$ cat config.mk
export PLATFORM = sky130hd
export DESIGN_NAME = alu_exec_seq
export DESIGN_NICKNAME = d
export VERILOG_FILES = /design/src/rtl/alu_exec_seq.sv
export SDC_FILE = /design/constraint.sdc
export NUM_CORES = 1
export LEC_CHECK = 0
export ABC_AREA = 1
export CAP_MARGIN = 0
export CELL_PAD_IN_SITES_DETAIL_PLACEMENT = 1
export CELL_PAD_IN_SITES_GLOBAL_PLACEMENT = 1
export CORE_ASPECT_RATIO = 0.6
export CORE_MARGIN = 2
export CORE_UTILIZATION = 43
export CTS_BUF_LIST = sky130_fd_sc_hd__clkbuf_8
export CTS_CLUSTER_DIAMETER = 50
export CTS_CLUSTER_SIZE = 14
export DETAILED_ROUTE_END_ITERATION = 10
export GPL_TIMING_DRIVEN = 0
export PLACE_DENSITY_LB_ADDON = 0.1
export SYNTH_ARGS = -nofsm -noshare
export SYNTH_HDL_FRONTEND = slang
export SYNTH_SLANG_ARGS = --single-unit
$ cat constraint.sdc
create_clock -name clk_i -period 8 [get_ports clk_i]
set_input_delay 2 -clock clk_i [delete_from_list [all_inputs] [get_ports clk_i]]
set_output_delay 2 -clock clk_i [all_outputs]
set_load 0.01 [all_outputs]
$ cat src/rtl/alu_exec_seq.sv
// rtl/alu_exec_seq.sv - execute-stage ALU: single-cycle ops plus an iterative one-bit-per-cycle SLL
// Operands are captured at accept, and the result is held in DONE until it is taken downstream.
module alu_exec_seq #(
  parameter int WIDTH = 32,
  parameter int SHW   = 5
) (
  input  logic             clk_i,
  input  logic             reset_i,
  input  logic             in_valid_i,
  output logic             in_ready_o,
  input  logic [3:0]       alucontrol_i,
  input  logic [WIDTH-1:0] a_i,
  input  logic [WIDTH-1:0] b_i,
  input  logic [SHW-1:0]   shamt_i,
  output logic             out_valid_o,
  input  logic             out_ready_i,
  output logic [WIDTH-1:0] result_o,
  output logic             zero_o,
  output logic             overflow_o,
  output logic             err_o,
  output logic             busy_o
);

  localparam logic [3:0] OP_ADD = 4'b0010;
  localparam logic [3:0] OP_SUB = 4'b0110;
  localparam logic [3:0] OP_AND = 4'b0000;
  localparam logic [3:0] OP_OR  = 4'b0001;
  localparam logic [3:0] OP_NOR = 4'b1100;
  localparam logic [3:0] OP_SLT = 4'b0111;
  localparam logic [3:0] OP_SLL = 4'b0011;

  typedef enum logic [1:0] {IDLE, SHIFT, DONE} state_t;

  state_t           state_q, state_d;
  logic [WIDTH-1:0] result_q, result_d;
  logic             zero_q, zero_d;
  logic             overflow_q, overflow_d;
  logic             err_q, err_d;
  logic [SHW-1:0]   cnt_q, cnt_d;

  logic [WIDTH-1:0] sum, diff, alu_res, shifted;
  logic             alu_ovf, alu_err, slt_lt;

  assign sum     = a_i + b_i;
  assign diff    = a_i - b_i;
  assign slt_lt  = $signed(a_i) < $signed(b_i);
  assign shifted = {result_q[WIDTH-2:0], 1'b0};

  always_comb begin
    alu_res = '0;
    alu_ovf = 1'b0;
    alu_err = 1'b0;
    case (alucontrol_i)
      OP_ADD: begin
        alu_res = sum;
        alu_ovf = (a_i[WIDTH-1] == b_i[WIDTH-1]) && (sum[WIDTH-1] != a_i[WIDTH-1]);
      end
      OP_SUB: begin
        alu_res = diff;
        alu_ovf = (a_i[WIDTH-1] != b_i[WIDTH-1]) && (diff[WIDTH-1] != a_i[WIDTH-1]);
      end
      OP_AND:  alu_res = a_i & b_i;
      OP_OR:   alu_res = a_i | b_i;
      OP_NOR:  alu_res = ~(a_i | b_i);
      OP_SLT:  alu_res = {{(WIDTH-1){1'b0}}, slt_lt};
      // Only reached with shamt=0 for the single-cycle path, so this is just b.
      OP_SLL:  alu_res = b_i << shamt_i;
      default: alu_err = 1'b1;
    endcase
  end

  always_comb begin
    state_d    = state_q;
    result_d   = result_q;
    zero_d     = zero_q;
    overflow_d = overflow_q;
    err_d      = err_q;
    cnt_d      = cnt_q;
    case (state_q)
      IDLE: begin
        if (in_valid_i) begin
          if (alucontrol_i == OP_SLL && shamt_i != '0) begin
            result_d   = b_i;
            cnt_d      = shamt_i;
            zero_d     = (b_i == '0);
            overflow_d = 1'b0;
            err_d      = 1'b0;
            state_d    = SHIFT;
          end else begin
            result_d   = alu_res;
            zero_d     = (alu_res == '0);
            overflow_d = alu_ovf;
            err_d      = alu_err;
            state_d    = DONE;
          end
        end
      end
      SHIFT: begin
        result_d = shifted;
        zero_d   = (shifted == '0);
        cnt_d    = cnt_q - 1'b1;
        if (cnt_q == SHW'(1)) state_d = DONE;
      end
      DONE: begin
        if (out_ready_i) state_d = IDLE;
      end
      default: state_d = IDLE;
    endcase
  end

  always_ff @(posedge clk_i) begin
    if (reset_i) begin
      state_q    <= IDLE;
      result_q   <= '0;
      zero_q     <= 1'b0;
      overflow_q <= 1'b0;
      err_q      <= 1'b0;
      cnt_q      <= '0;
    end else begin
      state_q    <= state_d;
      result_q   <= result_d;
      zero_q     <= zero_d;
      overflow_q <= overflow_d;
      err_q      <= err_d;
      cnt_q      <= cnt_d;
    end
  end

  assign in_ready_o  = (state_q == IDLE);
  assign out_valid_o = (state_q == DONE);
  assign busy_o      = (state_q != IDLE);
  assign result_o    = result_q;
  assign zero_o      = zero_q;
  assign overflow_o  = overflow_q;
  assign err_o       = err_q;

endmodule

==> summary.md <==
| Metric | Value |
|---|---|
| Final hold violation count | 0 |
| GRT overflow | 0 |
| Cell mode on critical path | nand2_1 |
| Post-Syn Instances | 2063 |
| Hold Buf Count CTS | 0 |
| Max_cap viols | 0 |
| Crit path largest cell delay | 0.81 ns |
| Synth Register Bits | 42 |
| Synth Area in Compound Gates | 14.7% |
| Clk buf depth | 2 |
| Hold WS | 0.503 ns |
| Busiest layer in global routing | met1 |
| Global-route wire length before repair | 88.1 mm |
| Initial Util | around 44% |
| Largest net degree at the start of global routing | 13 |
| Worst Setup Start Kind | input pin |
| Rel. slew slack | around 13% |
| Post-synth EDFFs | 0 |
| Final WL | ~59 mm |
| Type of the most critical hold path | reg -> reg |
| Drt pass-1 iters | 6 |
| Final net count | roughly 2400 |
| Least-Margin Pin Slew | 1.30 ns |
| Root buf cell | clkbuf_8 |
| Netlist cell types | 54 |
| Lkg Pwr | roughly 0.0064 uW |
| Post-Syn Area per Cell | 5.25 um2 |
| Wire per inst | approximately 24 um |
| YS warnings | 0 |
| RePlAce Congestion | 1.07 |
| PortBufs | 111 |
| Area delta synth->final | 15.0% |
| Met1 usage | just over 60% |
| Fin crit period | about 5.8 ns |
| Starting DRT DRC Count | roughly 1900 |
| H-tree depth | 2 |
| Layout cell share with drive strength beyond 1 | around 4.9% |
| Peak Freq | 173 MHz |
| Number of vias per cell | approximately 6.1 |
| Die H | between 100 and 150 um |
| Main flop type after synthesis | dfxtp_1 |
| Setup TNS | 0 ns |
| Fin Clk Skew | around 0.017 ns |
| GRT Overall Usage | between 40% and 50% |
| Die Span X | around 210 um |
| Global Route met3 Usage | approximately 16% |
| I/O pins | 115 |
| Mapped Area | about 11000 um2 |
| Worst-path clk slew | approximately 0.10 ns |
| Clock latency at the later pin of the worst-skew pair | about 0.32 ns |
| Met2 GRT Util | roughly three fifths |
| PwrDens | ~96 nW/um2 |
| CTS tree | yes |
| Max-slew violation count | 0 |
| Routed Antenna Nets | 0 |
| Post-synthesis sequential area ratio | 7.76% |
| Post-CTS Repair Setup Buffers | 0 |
| Sink Count | 42 |
| Initial antenna violation count | 2 |
| Vias in the first global route | 14800 |
| Core Box Area | 24400 um2 |
| Largest family of logic cells by synthesized area | simple AND/OR/NAND/NOR gates |
| Mux share of post-synthesis cell area | 0% |
| CP max FO | 8 |
| RSZ-0062 raised after global routing | no |
| Xor and xnor area share after synthesis | less than 1% |
| Critical path class | in -> reg |
| Syn_nets | approximately 2300 |
| Simple-gate share of the synthesized area | approximately 48% |
| CP required | just over 8 ns |
| Total CTS buffers | 5 |
| Max rail drop VDD | slightly below 0.08 mV |
| Arrival @ worst endpoint | around 6.0 ns |
| Post-synthesis adder-cell area fraction | a little over an eighth |
| R2R Setup Slk | 4.88 ns |
| Via count | approximately 15000 |
| FP Rows | between 40 and 50 |
| Part of the cycle the worst path needs | 72.2% |
| Full die area | 26500 um2 |
| Worst Setup End Kind | register |
| Remaining DRCs | 0 |
| Final setup vio count | 0 |
| Status | finished, final reports clean |
| Slowest cell on crit path | clkdlybuf4s50_1 |
| Critical-path cell list | clkdlybuf4s50_1 -> inv_1 -> ha_1 -> buf_2 -> nand2_1 -> nor2_1 -> nand2_1 -> inv_1 -> nand2_1 -> nand2_1 -> nand2_1 -> nand3_1 -> nand3_1 -> nor2_1 -> nand2_1 -> nor2_1 -> nand2_1 -> nor2_1 -> nand2_1 -> nand2_1 -> nand2_1 -> a21oi_2 |
| Hpwl dp | slightly above 50 mm |
| Asr flop ratio synth | 0% |
| Cts repair resizes | 0 |
path summary, 6_finish.rpt:
kind	start	to	cells after the start
min reg2reg	err_o$_SDFFE_PP0P_	err_o$_SDFFE_PP0P_	2
max	b_i[8]	zero_o$_SDFFE_PP0P_	22
max reg2reg	state_q[1]$_SDFFE_PP0P_	result_o[11]$_SDFFE_PP0P_	8
min	err_o$_SDFFE_PP0P_	err_o$_SDFFE_PP0P_	2
flip-flops by register name (all words and copies together), names as in the netlist:
name and count:
overflow_o 1, result_o 32, state_q 2, cnt_q 5, zero_o 1, err_o 1
per-layer routing:
layer | vias to the layer above | wire [um]
met3 | 132 | 9130
met4 | 4 | 1950
met2 | 1018 | 22400
met5 | - | 94
li1 | 6911 | -
met1 | 7202 | 25700
layout make-up:
| class | count | area [um2] |
|---|---|---|
| clock buffer | 6 | 82.6 |
| timing repair buffer | 111 | 1110 |
| buffer | 87 | 472 |
| multi-input combinational | 1612 | 8310 |
| sequential | 42 | 841 |
| clock inverter | 1 | 30.0 |
| tap | 322 | 403 |
| fill | 3735 | 12000 |
| inverter | 322 | 1210 |
| antenna | 1 | 2.50 |
Yosys cell counts, drive strengths merged (2+ instances only):
library cell | instances | area (um2)
nand2 | 615 | 2330
inv | 319 | 1200
nand3 | 303 | 1530
nor2 | 222 | 861
a21oi | 132 | 664
ha | 115 | 1440
o21ai | 72 | 360
buf | 60 | 367
dfxtp | 42 | 841
nand4 | 34 | 213
clkbuf | 27 | 105
o22ai | 25 | 156
nor3 | 17 | 95.1
a221oi | 13 | 151
nor4 | 11 | 68.8
nand3b | 10 | 87.6
o21bai | 8 | 60.1
o211ai | 7 | 52.6
a211oi | 3 | 22.5
clkinv | 3 | 11.3
a31oi | 2 | 12.5
and2 | 2 | 12.5
and3 | 2 | 12.5
fa | 2 | 40.0
o221ai | 2 | 17.5
o311ai | 2 | 17.5
or2 | 2 | 12.5
worst max-delay path: cells and delay by family:
family,cells,cell delay (ns)
adders and majority gates,1,0.31
buffers and inverters,4,1.26
AOI/OAI and AO/OA,1,0.12
and+or+nand+nor,16,2.32
stage by stage:
stage | total power, uW | setup slack (ns) | instances | utilization (%) | instance area, um2
2_1_floorplan | 674 | 4.00 | 2063 | - | 10800
3_3_place_gp | 946 | 2.10 | 2496 | 50.5 | 12300
3_5_place_dp | 975 | 2.05 | 2496 | 50.5 | 12300
4_1_cts | 1160 | 2.41 | 2503 | 51.0 | 12500
5_1_grt | 1270 | 2.08 | 2503 | 51.0 | 12500
6_report | 1200 | 2.22 | 2504 | 51.0 | 12500
cells in the final DEF (no fill, tap or decap), drive strengths merged, types with 3 or more instances in the layout:
cell type / instances
nand4: 34
clkdlybuf4s50: 111
buf: 60
a211oi: 3
o22ai: 25
nor2: 222
ha: 115
clkbuf: 33
nand2: 615
nand3b: 10
nor4: 11
a21oi: 132
o211ai: 7
o21ai: 72
dfxtp: 42
nand3: 303
clkinv: 3
a221oi: 13
o21bai: 8
inv: 319
nor3: 17
power by group:
group	switching, uW	internal (uW)
logic	551	234
registers	9.45	220
clock network	87.0	100
total	648	554
cells by family after synthesis:
group,after synthesis
fa+ha+maj,117
simple gates,1218
compound gates,276
flops,42
xor+xnor,1
buf+inv,409
Power figures use the tool's default switching activity.
